`config.mk`:
```
export PLATFORM = sky130hd
export DESIGN_NAME = mips_cpu_store_sequencer_flat
export DESIGN_NICKNAME = d
export VERILOG_FILES = /design/src/rtl/mips_cpu_store_sequencer_if.sv /design/src/rtl/mips_cpu_store_sequencer.sv /design/src/flat_wrapper.sv
export SDC_FILE = /design/constraint.sdc
export NUM_CORES = 1
export LEC_CHECK = 0
export ABC_AREA = 1
export BUFFER_PORTS_ARGS = -buffer_cell sky130_fd_sc_hd__buf_2
export CORE_AREA = 2 2 107 109
export DETAILED_ROUTE_END_ITERATION = 7
export DIE_AREA = 0 0 109 111
export PLACE_DENSITY = 0.83
export RECOVER_POWER = 100
export SYNTH_ARGS = -nofsm -noshare
export SYNTH_HDL_FRONTEND = slang
export SYNTH_SLANG_ARGS = --single-unit
```
`constraint.sdc`:
```
create_clock -name clk -period 3.25 [get_ports clk]
set_clock_uncertainty 0.2 [all_clocks]
set_input_delay 0.65 -clock clk [delete_from_list [all_inputs] [get_ports clk]]
set_output_delay 0.65 -clock clk [all_outputs]
set_load 0.05 [all_outputs]
```
`src/rtl/mips_cpu_store_sequencer_if.sv`:
```
// Store-path bundle between the decode/execute datapath, the store sequencer and
// the word-write-only Harvard data memory.
interface mips_cpu_store_sequencer_if #(
  parameter int ADDR_W = 32
);
  logic              start;
  logic [1:0]        store_type;
  logic [ADDR_W-1:0] addr;
  logic [31:0]       wdata;
  logic [31:0]       mem_readdata;
  logic [ADDR_W-1:0] data_address;
  logic              data_read;
  logic              data_write;
  logic [31:0]       data_writedata;
  logic              stall;
  logic              done;
  logic              error;

  modport master (
    output start, store_type, addr, wdata, mem_readdata,
    input  data_address, data_read, data_write, data_writedata, stall, done, error
  );

  modport slave (
    input  start, store_type, addr, wdata, mem_readdata,
    output data_address, data_read, data_write, data_writedata, stall, done, error
  );
endinterface

```
`src/rtl/mips_cpu_store_sequencer.sv`:
```
// SB/SH/SW sequencer for a data memory that takes only whole-word writes.
// Sub-word stores are done as read-modify-write of the aligned word.
module mips_cpu_store_sequencer #(
  parameter int ADDR_W = 32
) (
  input  logic                              clk,
  input  logic                              reset,
  mips_cpu_store_sequencer_if.slave         bus
);

  localparam logic [1:0] ST_BYTE = 2'b00;
  localparam logic [1:0] ST_HALF = 2'b01;
  localparam logic [1:0] ST_WORD = 2'b10;

  typedef enum logic [2:0] {
    S_IDLE  = 3'd0,
    S_READ  = 3'd1,
    S_MERGE = 3'd2,
    S_WRITE = 3'd3,
    S_ERR   = 3'd4
  } state_e;

  state_e            state_q, state_d;
  logic [ADDR_W-1:0] addr_q, addr_d;
  logic [31:0]       wdata_q, wdata_d;
  logic [1:0]        type_q, type_d;
  logic [31:0]       wbuf_q, wbuf_d;

  logic [ADDR_W-1:0] data_address_s;
  logic              data_read_s;
  logic              data_write_s;
  logic [31:0]       data_writedata_s;
  logic              stall_s;
  logic              done_s;
  logic              error_s;

  // Little-endian lane insert of the store data into the word read back.
  function automatic logic [31:0] merge_lane(
    input logic [31:0] word,
    input logic [31:0] src,
    input logic [1:0]  typ,
    input logic [1:0]  off
  );
    logic [31:0] r;
    r = word;
    case (typ)
      ST_BYTE: r[{off, 3'b000} +: 8]     = src[7:0];
      ST_HALF: r[{off[1], 4'b0000} +: 16] = src[15:0];
      default: r = word;
    endcase
    return r;
  endfunction

  // State and request registers.
  always_ff @(posedge clk or negedge reset) begin
    if (!reset) begin
      state_q <= S_IDLE;
      addr_q  <= '0;
      wdata_q <= 32'd0;
      type_q  <= 2'b00;
      wbuf_q  <= 32'd0;
    end else begin
      state_q <= state_d;
      addr_q  <= addr_d;
      wdata_q <= wdata_d;
      type_q  <= type_d;
      wbuf_q  <= wbuf_d;
    end
  end

  // Next-state and output decode.
  always_comb begin
    state_d          = state_q;
    addr_d           = addr_q;
    wdata_d          = wdata_q;
    type_d           = type_q;
    wbuf_d           = wbuf_q;
    data_address_s   = '0;
    data_read_s      = 1'b0;
    data_write_s     = 1'b0;
    data_writedata_s = 32'd0;
    stall_s          = 1'b0;
    done_s           = 1'b0;
    error_s          = 1'b0;

    case (state_q)
      S_IDLE: begin
        if (bus.start) begin
          addr_d  = bus.addr;
          wdata_d = bus.wdata;
          type_d  = bus.store_type;
          case (bus.store_type)
            ST_WORD: state_d = (bus.addr[1:0] == 2'b00) ? S_WRITE : S_ERR;
            ST_BYTE: state_d = S_READ;
            ST_HALF: state_d = bus.addr[0] ? S_ERR : S_READ;
            default: state_d = S_ERR;
          endcase
          // A dropped request never freezes the pipeline.
          stall_s = (state_d != S_ERR);
        end else begin
          state_d = S_IDLE;
        end
      end
      S_READ: begin
        data_read_s    = 1'b1;
        data_address_s = {addr_q[ADDR_W-1:2], 2'b00};
        stall_s        = 1'b1;
        state_d        = S_MERGE;
      end
      S_MERGE: begin
        wbuf_d  = merge_lane(bus.mem_readdata, wdata_q, type_q, addr_q[1:0]);
        stall_s = 1'b1;
        state_d = S_WRITE;
      end
      S_WRITE: begin
        data_write_s     = 1'b1;
        data_address_s   = {addr_q[ADDR_W-1:2], 2'b00};
        data_writedata_s = (type_q == ST_WORD) ? wdata_q : wbuf_q;
        done_s           = 1'b1;
        state_d          = S_IDLE;
      end
      S_ERR: begin
        error_s = 1'b1;
        state_d = S_IDLE;
      end
      default: begin
        state_d = S_IDLE;
      end
    endcase
  end

  // stall in IDLE follows start combinationally, so it is forced low while reset is held.
  assign bus.data_address   = data_address_s;
  assign bus.data_read      = data_read_s;
  assign bus.data_write     = data_write_s;
  assign bus.data_writedata = data_writedata_s;
  assign bus.stall          = stall_s & reset;
  assign bus.done           = done_s;
  assign bus.error          = error_s;

endmodule
```
`src/flat_wrapper.sv`:
```
// flat-port wrapper written by rule: the top's interface ports become plain ports
module mips_cpu_store_sequencer_flat 
#(
  parameter int ADDR_W = 32
)
  (clk, reset, bus_start, bus_store_type, bus_addr, bus_wdata, bus_mem_readdata, bus_data_address, bus_data_read, bus_data_write, bus_data_writedata, bus_stall, bus_done, bus_error);
  mips_cpu_store_sequencer_if #(.ADDR_W(ADDR_W)) bus_i ();
  input  logic clk;
  input  logic reset;
  input wire logic [$bits(bus_i.start)-1:0] bus_start;
  input wire logic [$bits(bus_i.store_type)-1:0] bus_store_type;
  input wire logic [$bits(bus_i.addr)-1:0] bus_addr;
  input wire logic [$bits(bus_i.wdata)-1:0] bus_wdata;
  input wire logic [$bits(bus_i.mem_readdata)-1:0] bus_mem_readdata;
  output wire logic [$bits(bus_i.data_address)-1:0] bus_data_address;
  output wire logic [$bits(bus_i.data_read)-1:0] bus_data_read;
  output wire logic [$bits(bus_i.data_write)-1:0] bus_data_write;
  output wire logic [$bits(bus_i.data_writedata)-1:0] bus_data_writedata;
  output wire logic [$bits(bus_i.stall)-1:0] bus_stall;
  output wire logic [$bits(bus_i.done)-1:0] bus_done;
  output wire logic [$bits(bus_i.error)-1:0] bus_error;
  assign bus_i.start = bus_start;
  assign bus_i.store_type = bus_store_type;
  assign bus_i.addr = bus_addr;
  assign bus_i.wdata = bus_wdata;
  assign bus_i.mem_readdata = bus_mem_readdata;
  assign bus_data_address = bus_i.data_address;
  assign bus_data_read = bus_i.data_read;
  assign bus_data_write = bus_i.data_write;
  assign bus_data_writedata = bus_i.data_writedata;
  assign bus_stall = bus_i.stall;
  assign bus_done = bus_i.done;
  assign bus_error = bus_i.error;
  mips_cpu_store_sequencer #(.ADDR_W(ADDR_W)) u_core (.clk(clk), .reset(reset), .bus(bus_i));
endmodule
```
==> results of run 1 <==
-- metal layers --
metal  GRT usage (%)  part of all wire [%]  up-vias  routed length [um]
li1                -                     -     3063                   -
met1           37.92                    43     2775                7173
met2           45.63                    46      256                7742
met3           5.938                   7.9       35                1328
met4           13.25                   3.3        0                 550
met5               0                     0        -                   0
-- flip-flops by register name (all words and copies together), names as in the netlist --
| name | cells |
|---|---|
| u_core.state_q | 3 |
| u_core.type_q | 2 |
| u_core.addr_q | 32 |
| u_core.wdata_q | 32 |
| u_core.wbuf_q | 32 |
-- final timing paths --
check / from / end / slack [ns] / depth (start not counted)
max: u_core.type_q[1] / bus_data_writedata[11] / 0.25 / 5
min: u_core.wdata_q[31] / u_core.wdata_q[31] / 0.29 / 2
max reg2reg: u_core.addr_q[1] / u_core.wbuf_q[4] / 0.32 / 8
min reg2reg: u_core.wdata_q[31] / u_core.wdata_q[31] / 0.29 / 2
max in group asynchronous: reset / u_core.addr_q[9] / 0.62 / 2
min in group asynchronous: reset / u_core.addr_q[2] / 0.60 / 2
-- power by group --
part / total, W / switching [W] / internal [W] / leakage, nW
clock: 0.00107 / 0.000527 / 0.000542 / 0.143
combinational: 0.00401 / 0.00297 / 0.00104 / 2.50
sequential: 0.00230 / 0.000431 / 0.00187 / 1.22
-- kinds of logic after synthesis --
kind of cell               count (synthesis)  share of synthesized area [%]
and+or+nand+nor                          452                          29.90
buffers and inverters                    181                          12.91
adders and majority gates                  5                          1.023
other                                      1                        0.06133
DFF                                      101                          41.33
AOI/OAI and AO/OA                        165                          14.77
-- synth_stat cells (4+ instances only) --
cell type                  instances  area (um2)
sky130_fd_sc_hd__nand2_1         283        1062
sky130_fd_sc_hd__inv_2             4       15.01
sky130_fd_sc_hd__buf_4            11       82.58
sky130_fd_sc_hd__a21boi_0          6       45.04
sky130_fd_sc_hd__a21boi_1         19       142.6
sky130_fd_sc_hd__a21oi_1          45       225.2
sky130_fd_sc_hd__ha_1              5       62.56
sky130_fd_sc_hd__buf_2            30       150.1
sky130_fd_sc_hd__buf_6             4       45.04
sky130_fd_sc_hd__clkbuf_1          8       30.03
sky130_fd_sc_hd__nand4_1          13       81.33
sky130_fd_sc_hd__o21ai_0          89       445.4
sky130_fd_sc_hd__dfrtp_1         101        2527
sky130_fd_sc_hd__nor2_1          106       397.9
sky130_fd_sc_hd__inv_1           123       461.7
sky130_fd_sc_hd__nand3_1          42       210.2
sky130_fd_sc_hd__o21ai_1           4       20.02
-- critical path, stage by stage, from the launching register on --
cell                       delay, ns
sky130_fd_sc_hd__dfrtp_1        0.52
sky130_fd_sc_hd__nand2_1        0.16
sky130_fd_sc_hd__buf_4          0.36
sky130_fd_sc_hd__o21ai_0        0.13
sky130_fd_sc_hd__a21oi_1        0.14
sky130_fd_sc_hd__clkbuf_1       0.48
-- per-stage QoR --
stage / hold WS [ns] / instances / power, W
2_1_floorplan: 0.1544 / 906 / 0.005428
5_1_grt: 0.2956 / 1192 / 0.007976
4_1_cts: 0.2510 / 1192 / 0.007447
3_3_place_gp: 0.2602 / 1176 / 0.006268
6_report: 0.2892 / 1192 / 0.007381
3_5_place_dp: 0.2672 / 1176 / 0.006360
-- layout by cell type, fill, tap and decap left out --
master,Yosys,routed
sky130_fd_sc_hd__a21oi_4,1,1
sky130_fd_sc_hd__nand2_4,1,1
sky130_fd_sc_hd__buf_2,30,101
sky130_fd_sc_hd__nor2_1,106,108
sky130_fd_sc_hd__nand4_1,13,13
sky130_fd_sc_hd__nand3b_1,1,1
sky130_fd_sc_hd__ha_1,5,5
sky130_fd_sc_hd__inv_1,123,123
sky130_fd_sc_hd__inv_6,0,2
sky130_fd_sc_hd__nand2_1,283,283
sky130_fd_sc_hd__clkinvlp_4,0,2
sky130_fd_sc_hd__a21oi_2,1,1
sky130_fd_sc_hd__buf_4,11,10
sky130_fd_sc_hd__nand3_1,42,42
sky130_fd_sc_hd__nor2_2,2,1
sky130_fd_sc_hd__a21boi_1,19,2
sky130_fd_sc_hd__inv_8,0,2
sky130_fd_sc_hd__a21oi_1,45,45
sky130_fd_sc_hd__clkinv_8,0,1
sky130_fd_sc_hd__nor2_4,2,1
sky130_fd_sc_hd__clkinv_2,0,1
sky130_fd_sc_hd__o21ai_0,89,93
sky130_fd_sc_hd__inv_2,4,3
sky130_fd_sc_hd__conb_1,1,2
sky130_fd_sc_hd__clkbuf_16,0,9
sky130_fd_sc_hd__dfrtp_1,101,101
sky130_fd_sc_hd__clkbuf_1,8,48
sky130_fd_sc_hd__a21boi_0,6,23
sky130_fd_sc_hd__nor3_1,1,1
sky130_fd_sc_hd__clkbuf_2,1,22
sky130_fd_sc_hd__nand3_4,1,1
-- area by class of cell --
type	instances	area share [%]
multi-input combinational	624	39.08
tap	143	2.505
clock buffer	9	3.153
clock inverter	7	0.9634
sequential	101	35.38
timing repair buffer	181	12.19
inverter	127	6.726
==> results.md, run 1 <==
| Result | Reported |
| --- | --- |
| Final setup violation count | 0 |
| Site row count | 39 |
| Most common flop cell mapped by yosys | sky130_fd_sc_hd__dfrtp_1 |
| Final worst-path setup slack | 0.2534 ns |
| Category of the worst setup path capture point | output port |
| Hold bufs inserted after CTS | 0 |
| Area after detailed placement | 6928 um2 |
| Number of flops mapped to enable cells by yosys | 0 |
| Die ar. | 12,100 um2 |
| Measured slew at the worst slew-check pin | 2.271 ns |
| Mean number of vias per cell | 5.142 |
| Status | finished with violations |
| Count of input and output buffers | 167 |
| Asr flop ratio synth | 100.0% |
| Worst-Skew Late Latency | 0.35 ns |
| Routed wire length per instance | 14.09 um |
| Core outline area | 11,080 um2 |
| RSZ-0062 raised after global routing | false |
| Post-CTS clock slew at the launch and capture registers of the worst setup and hold paths | 0.08 ns |
| Fill cell count | 1,070 |
| Via count of the first global-routing pass | 5,659 |
| CP Data Required Time | 2.40 ns |
| Die outline width | 109 um |
| Violated checks | max-capacitance violations, max-slew violations |
| Number of clock buffers inserted by TritonCTS | 9 |
| Count of yosys warnings during synthesis | 0 |
| Crit path kind | register to output port |
| Antenna Cells | 0 |
| Max rail drop VDD | 644.9 uV |
| Achievable clock frequency | 333.7 MHz |
| Final standard cell area without fillers | 7143 um2 |
| Ratio of final minimum period to clock period | 92.20% |
| Remaining DRCs | 0 |
| ANT nets after route | 0 |
| Final hold viol count | 0 |
| Number of buffers added for setup after CTS | 0 |
| Number of violations reported at the end of detailed-routing iteration 0 | 434 |
| Clock period minus final worst setup slack | 2.997 ns |
| Worst endpoint data arrival time | 2.15 ns |
| Starting density of the core | 55.20% |
| Max-slew headroom | -51.40% |
| # H-tree levels | 3 |
| Setup slack at placement | 0.5471 ns |
| Total of cells resized after clock tree synthesis | 0 |
| Fraction of layout instances using a drive strength above 1 | 15.16% |
| Root Driver | sky130_fd_sc_hd__clkbuf_16 |
| Post-synthesis area per instance | 6.756 um2 |
| Type of the tightest min-delay check | register to register |
| Routed via count | 6,129 |
| Maximum number of pins on one net before global-route repair | 69 |
| Num ports | 170 |
| Portion of the post-synthesis area used by sequential elements | 41.33% |
| Final RePlAce weighted congestion | 0.9272 |
| Clock tree from TritonCTS | built |
| Area Growth Syn to Fin | 16.82% |
| Antenna violations before repair | 0 |
| Global-route wire length before repair | 27,390 um |
| Net count, final | 1,150 |
| Critical Path Fanout Max | 43 |
| Power density relative to cell area | 1033 nW/um2 |
| Die height | 111 um |
| Total gr overflow | 0 |
| Buffer depth of the longest clock path | 2 |
| Summed instance area of the synthesized netlist | 6115 um2 |
| Area of combinational cells with multiple inputs | 2791 um2 |
| Number of different library cells in the post-synthesis netlist | 27 |
| Overall global routing resource usage | 28.90% |
| Nature of the critical path startpoint | register |
| Count of clock tree sinks | 101 |
| Wire length after detailed routing | 16,790 um |
| Total negative slack | 0 ns |
| Reported max-cap violation count | 1 |
| Final Util | 64.49% |
| Static power due to leakage | 3.858 nW |
| Number of max-slew violations in the final report | 45 |
| Flop and latch count out of synthesis | 101 |
| Sequential Area | 2527 um2 |
| Gate count of the mapped netlist | 905 |
| Detailed-router iteration count before antenna repair | 5 |
| Detailed Place HPWL | 12,080 um |
No activity file was read; power rests on OpenSTA's default activity.
==> run 2: changes to the inputs <==
Settings changed: CORE_AREA 2 2 107 109 to 2 2 111 113, DIE_AREA 0 0 109 111 to 0 0 113 115, PLACE_DENSITY 0.83 to 0.77.
Clock period 3.25 ns to 3.05 ns, I/O delays scaled along.
==> run 2 against run 1 <==
- the flow finishes with violations (design-rule violations, max-capacitance violations, max-slew violations)
- worst setup slack got worse by 0.030 ns
- critical path depth increased by 2
- non-clock buffer count decreased by 1
- first-iteration DRC count increased by 31%
- utilization decreased by 3.9 points
- register-to-register slack improved by 0.31 ns
- combinational power increased by 6.2%
- wire length decreased by 0.14%
- critical path type unchanged
- largest cell class unchanged
==> results.md, run 2 (same netlist as run 1, synthesis figures left out) <==
| Result | Reported | Delta |
| --- | --- | --- |
| Status | finished with violations |  |
| Violated checks | design-rule violations, max-capacitance violations, max-slew violations |  |
| Overall global routing resource usage | 26.43% | -2.5 points |
| CP Data Required Time | 2.24 ns | -0.16 ns |
| Detailed Place HPWL | 12,090 um | about the same |
| Clock period minus final worst setup slack | 2.826 ns |  |
| Max rail drop VDD | 669.7 uV | +3.8% |
| Final standard cell area without fillers | 7157 um2 | +0.19% |
| Achievable clock frequency | 353.8 MHz |  |
| Overall power after layout | 0.007894 W | +6.9% |
| Global-route wire length before repair | 27,420 um | about the same |
| Starting density of the core | 51.77% | -3.4 points |
| Die height | 115 um | +3.6% |
| Top library cells by usage in the layout, fill and taps aside | 283 x sky130_fd_sc_hd__nand2_1, 123 x sky130_fd_sc_hd__inv_1, 107 x sky130_fd_sc_hd__nor2_1, 103 x sky130_fd_sc_hd__buf_2, 101 x sky130_fd_sc_hd__dfrtp_1 |  |
| Measured slew at the worst slew-check pin | 1.623 ns | -0.6482 ns |
| Ratio of final minimum period to clock period | 92.67% |  |
| Tightest hold margin | 0.2638 ns | -0.02538 ns |
| Nature of the critical path startpoint | register |  |
| Number of buffers added for setup after CTS | 0 | unchanged |
| Worst-Skew Late Latency | 0.34 ns | about the same |
| Routed via count | 6,038 | -1.5% |
| Net count, final | 1,149 | -0.087% |
| Wire length after detailed routing | 16,770 um | -0.14% |
| Final setup violation count | 0 | unchanged |
| Met2 Usage GRT | 43.63% | -2.0 points |
| Area after detailed placement | 6938 um2 | +0.14% |
| Largest registers | u_core.addr_q x32, u_core.wbuf_q x32, u_core.wdata_q x32 |  |
| Mean number of vias per cell | 5.057 | -1.6% |
| Final RePlAce weighted congestion | 0.8849 | -4.6% |
| Fraction of layout instances using a drive strength above 1 | 15.28% | +0.12 points |
| Total of cells resized after clock tree synthesis | 0 | unchanged |
| ANT nets after route | 0 | unchanged |
| Clock tree from TritonCTS | built |  |
| Routed wire length per instance | 14.05 um | -0.30% |
| Hold bufs inserted after CTS | 0 | unchanged |
| Type of the tightest min-delay check | input port to register |  |
| Crit path kind | register to output port |  |
| Number of violations reported at the end of detailed-routing iteration 0 | 569 | +31% |
| Global Route met3 Usage | 6.589% | +0.65 points |
| Remaining DRCs | 5 | +5 |
| Reported max-cap violation count | 1 | unchanged |
| Total gr overflow | 0 | unchanged |
| Site row count | 40 | +2.6% |
| Root Driver | sky130_fd_sc_hd__clkbuf_16 |  |
| Category of the worst setup path capture point | output port |  |
| Die outline width | 113 um | +3.7% |
| Static power due to leakage | 3.867 nW | +0.24% |
| Maximum number of pins on one net before global-route repair | 110 | +59% |
| Area Growth Syn to Fin | 17.05% |  |
| Number of clock buffers inserted by TritonCTS | 9 | unchanged |
| Count of input and output buffers | 167 | unchanged |
| Max-slew headroom | -8.189% | +43 points |
| Power density relative to cell area | 1103 nW/um2 | +6.7% |
| Critical Path Fanout Max | 20 | -53% |
| Final hold viol count | 0 | unchanged |
| Die ar. | 13,000 um2 | +7.4% |
| GR Layer Usage met1 | 33.70% | -4.2 points |
| Core outline area | 11,810 um2 | +6.6% |
| Routing layer with the top usage in global route | met2 |  |
| Post-CTS clock slew at the launch and capture registers of the worst setup and hold paths | 0.07 ns | about the same |
| Buffer depth of the longest clock path | 2 | unchanged |
| Total negative slack | 0 ns | unchanged |
| Num ports | 170 | unchanged |
| Number of max-slew violations in the final report | 34 | -24% |
| RSZ-0062 raised after global routing | false |  |
| Via count of the first global-routing pass | 5,539 | -2.1% |
| Most common cell after layout, fill and taps aside | sky130_fd_sc_hd__nand2_1 |  |
| # H-tree levels | 3 | unchanged |
| Antenna Cells | 0 | unchanged |
| Count of clock tree sinks | 101 | unchanged |
| Detailed-router iteration count before antenna repair | 8 | +3 |
| Antenna violations before repair | 0 | unchanged |
| Worst endpoint data arrival time | 2.02 ns | -0.13 ns |
run 2: cell count changes in the layout (fill, tap and decap cells not counted), sizes merged:
cell	change
inv	-4
buf	+2
clkbuf	-1
bufinv	+1
run 2: stage by stage:
step | worst slack [ns] | utilization [%] | instances
after floorplan | 0.3149 | - | 906
after global placement | 0.5804 | 58.74 | 1179
after detailed placement | 0.5373 | 58.74 | 1179
after CTS | 0.1647 | 61.28 | 1194
after global routing | 0.02108 | 60.59 | 1194
final | 0.2236 | 60.59 | 1194
run 2: cell type report:
type                            count  area (um2)
Timing Repair Buffer              180       870.8
Fill cell                        1175        4654
Inverter                          127       480.5
Sequential cell                   101        2527
Tap cell                          147       183.9
Multi-Input combinational cell    624        2794
Clock buffer                       11       252.7
Clock inverter                      4       47.55
run 2: worst max-delay path: stages (launching register included):
cell,delay [ns]
sky130_fd_sc_hd__dfrtp_1,0.36
sky130_fd_sc_hd__inv_1,0.17
sky130_fd_sc_hd__nand3_1,0.15
sky130_fd_sc_hd__clkinvlp_4,0.20
sky130_fd_sc_hd__buf_4,0.25
sky130_fd_sc_hd__o21ai_0,0.12
sky130_fd_sc_hd__a21oi_1,0.14
sky130_fd_sc_hd__clkbuf_2,0.29
run 2: routing by layer:
layer | up-vias | wire (um)
met2 | 255 | 7742
met3 | 41 | 1570
li1 | 3065 | -
met4 | 0 | 528
met1 | 2677 | 6930
met5 | - | 0
run 2: worst paths after layout:
path	startpoint	endpoint	slack, ns	cells past startpoint
min	bus_wdata[21]	u_core.wdata_q[21]	0.26	3
max	u_core.state_q[2]	bus_data_writedata[10]	0.22	7
max reg2reg	u_core.state_q[1]	u_core.wbuf_q[2]	0.63	4
min reg2reg	u_core.wdata_q[31]	u_core.wdata_q[31]	0.28	2
min in group asynchronous	reset	u_core.wdata_q[4]	0.74	2
max in group asynchronous	reset	u_core.addr_q[11]	1.06	2
run 2: report_power, final:
part           switching (W)  total, W  internal (W)  leakage [nW]
clock               0.000493   0.00117      0.000674         0.147
combinational        0.00315   0.00426       0.00112          2.50
sequential          0.000466   0.00246       0.00200          1.22
==> run 3: changes to the inputs <==
==> constraint.sdc (replaced) <==
create_clock -name clk -period 3.05 [get_ports clk]
set_clock_uncertainty 0.2 [all_clocks]
set_input_delay 0.305 -clock clk [delete_from_list [all_inputs] [get_ports clk]]
set_output_delay 0.305 -clock clk [all_outputs]
set_load 0.05 [all_outputs]
==> run 3 against run 2 <==
- the flow finishes with violations (design-rule violations)
- clock power is 6% lower
- die area stayed put
- register-to-register slack worse by 0.14 ns
==> results.md, run 3 (same netlist as run 1, synthesis figures left out) <==
| Result | Reported | Delta |
| --- | --- | --- |
| Top library cells by usage in the layout, fill and taps aside | 283 x sky130_fd_sc_hd__nand2_1, 124 x sky130_fd_sc_hd__inv_1, 108 x sky130_fd_sc_hd__nor2_1, 101 x sky130_fd_sc_hd__buf_2, 101 x sky130_fd_sc_hd__dfrtp_1 |  |
| Number of violations reported at the end of detailed-routing iteration 0 | 517 | -9.1% |
| Root Driver | sky130_fd_sc_hd__clkbuf_16 |  |
| Starting density of the core | 51.77% | unchanged |
| Final standard cell area without fillers | 7750 um2 | +8.3% |
| Tightest hold margin | 0.03669 ns | -0.2271 ns |
| Largest registers | u_core.addr_q x32, u_core.wbuf_q x32, u_core.wdata_q x32 |  |
| Count of input and output buffers | 167 | unchanged |
| Maximum number of pins on one net before global-route repair | 110 | unchanged |
| Clock period minus final worst setup slack | 2.841 ns | +0.01503 ns |
| ANT nets after route | 0 | unchanged |
| Violated checks | design-rule violations |  |
| Power density relative to cell area | 1019 nW/um2 | -7.6% |
| Crit path kind | register to output port |  |
| Final setup violation count | 0 | unchanged |
| Number of clock buffers inserted by TritonCTS | 9 | unchanged |
| Reported max-cap violation count | 0 | -1 |
| Critical Path Fanout Max | 43 | +110% |
| Part of the total power dissipated in sequential elements | 31.7% | +0.5 points |
| Mean number of vias per cell | 5.070 | +0.26% |
| Via count of the first global-routing pass | 5,971 | +7.8% |
| Overall global routing resource usage | 28.31% | +1.9 points |
| Ratio of final minimum period to clock period | 93.16% | +0.49 points |
| Clock tree from TritonCTS | built |  |
| Category of the worst setup path capture point | output port |  |
| Type of the tightest min-delay check | input port to register |  |
| Wire length after detailed routing | 18,340 um | +9.4% |
| Remaining DRCs | 4 | -1 |
| Slowest Stage Delay on Critical Path | 0.75 ns | +0.39 ns |
| Part of the power in the clock network | 13.9% | -0.9 points |
| Cell type of the slowest stage on the worst timing path | sky130_fd_sc_hd__dfrtp_1 |  |
| Detailed-router iteration count before antenna repair | 8 | unchanged |
| Post-CTS clock slew at the launch and capture registers of the worst setup and hold paths | 0.07 ns | about the same |
| Total of cells resized after clock tree synthesis | 0 | unchanged |
| Num ports | 170 | unchanged |
| Total buffers and inverters traversed by the critical path | 4 | unchanged |
| Buffer depth of the longest clock path | 2 | unchanged |
| Core outline area | 11,810 um2 | unchanged |
| Antenna violations before repair | 0 | unchanged |
| Die ar. | 13,000 um2 | unchanged |
| Total internal power | 0.003748 W | -1.1% |
| Final hold viol count | 0 | unchanged |
| Die height | 115 um | unchanged |
| Site row count | 40 | unchanged |
| Largest delay contributor family on the critical path | buffers and inverters |  |
| Proportion of power drawn by combinational gates | 54.4% | +0.4 points |
| Total gr overflow | 0 | unchanged |
| Max-slew headroom | 20.49% | +29 points |
| Post-route insts no fill | 1,256 | +5.2% |
| Achievable clock frequency | 351.9 MHz | -0.53% |
| Static power due to leakage | 4.127 nW | +6.7% |
| Detailed Place HPWL | 12,260 um | +1.4% |
| Nature of the critical path startpoint | register |  |
| Antenna Cells | 0 | unchanged |
| Sw Ratio | 52.53% | +0.53 points |
| Worst endpoint data arrival time | 2.34 ns | +0.32 ns |
| Hold bufs inserted after CTS | 63 | +63 |
| Number of buffers added for setup after CTS | 0 | unchanged |
| Status | finished with violations |  |
| Global-route wire length before repair | 29,240 um | +6.6% |
| Area after detailed placement | 6930 um2 | -0.11% |
| Measured slew at the worst slew-check pin | 1.188 ns | -0.4345 ns |
| Worst-Skew Late Latency | 0.34 ns | about the same |
| Net count, final | 1,211 | +5.4% |
| CP Cell Sequence | inv_2, nand2_1, buf_4, inv_1, a21oi_1, clkbuf_2 |  |
| Fraction of layout instances using a drive strength above 1 | 14.34% | -0.94 points |
| Count of clock tree sinks | 101 | unchanged |
| Most common cell after layout, fill and taps aside | sky130_fd_sc_hd__nand2_1 |  |
| Final RePlAce weighted congestion | 0.8782 | -0.76% |
| RSZ-0062 raised after global routing | false |  |
| # H-tree levels | 3 | unchanged |
| Max rail drop VDD | 581.7 uV | -13% |
| Switch Pwr | 0.004148 W | +1.1% |
| CP Data Required Time | 2.54 ns | +0.30 ns |
| Routed via count | 6,368 | +5.5% |
| Routed wire length per instance | 14.60 um | +4.0% |
| Area Growth Syn to Fin | 26.74% |  |
| Die outline width | 113 um | unchanged |
| Number of max-slew violations in the final report | 0 | -100% |
| Cell total after placement | 1,178 | -0.085% |
| Total negative slack | 0 ns | unchanged |
-- run 3: cell types whose count changed in the layout (fill, tap and decap cells not counted), sizes merged --
cell | previous run | this run
buf | 113 | 110
clkbuf | 78 | 81
inv | 126 | 127
bufinv | 1 | 0
clkinvlp | 2 | 1
dlygate4sd3 | 0 | 63
-- run 3: final timing paths --
| check | start | end | slack (ns) | cells past startpoint |
|---|---|---|---|---|
| setup / recovery | u_core.type_q[0] | bus_data_writedata[16] | 0.21 | 6 |
| min in group asynchronous | reset | u_core.wbuf_q[10] | 0.53 | 2 |
| hold reg to reg | u_core.wdata_q[21] | u_core.wdata_q[21] | 0.29 | 2 |
| setup reg to reg | u_core.type_q[0] | u_core.wbuf_q[18] | 0.49 | 6 |
| max in group asynchronous | reset | u_core.wbuf_q[7] | 0.48 | 3 |
| hold / removal | bus_store_type[1] | u_core.type_q[1] | 0.04 | 3 |
-- run 3: layer usage --
| layer | track usage [%] | wire length [um] | up-vias | part of all wire, % |
|---|---|---|---|---|
| met5 | 0 | 0 | - | 0 |
| met4 | 10.73 | 411 | 0 | 2.2 |
| met3 | 4.744 | 1370 | 36 | 7.5 |
| met2 | 49.10 | 8978 | 271 | 49 |
| met1 | 35.75 | 7581 | 2875 | 41 |
| li1 | - | - | 3186 | - |
-- run 3: worst min-delay path, cell delays in order --
cell	delay, ns
sky130_fd_sc_hd__buf_2	0.10
sky130_fd_sc_hd__nand2_1	0.07
sky130_fd_sc_hd__o21ai_0	0.07
-- run 3: power groups by stage --
stage,clock [W],sequential [W],combinational (W)
2_1_floorplan,0,0.00225,0.00353
3_3_place_gp,0,0.00249,0.00422
3_5_place_dp,0,0.00251,0.00429
4_1_cts,0.00111,0.00249,0.00436
5_1_grt,0.00116,0.00255,0.00480
6_report,0.00110,0.00250,0.00430
-- run 3: stage by stage --
step | worst slack (ns) | utilization, % | total power [W]
finish | 0.2085 | 65.61 | 0.007897
global route | 0.02441 | 65.61 | 0.008523
CTS | 0.2135 | 66.37 | 0.007959
detailed placement | 0.5802 | 58.68 | 0.006797
global placement | 0.7117 | 58.68 | 0.006712
floorplan | 0.6199 | - | 0.005784
-- run 3: final cells by class --
class                   count  area (um2)
clock buffers              12       256.5
fillers                  1065        4061
well taps                 147       183.9
inverters                 127       476.7
clock inverters             3       21.27
multi-input cells         624        2786
repair buffers            242        1498
flip-flops and latches    101        2527
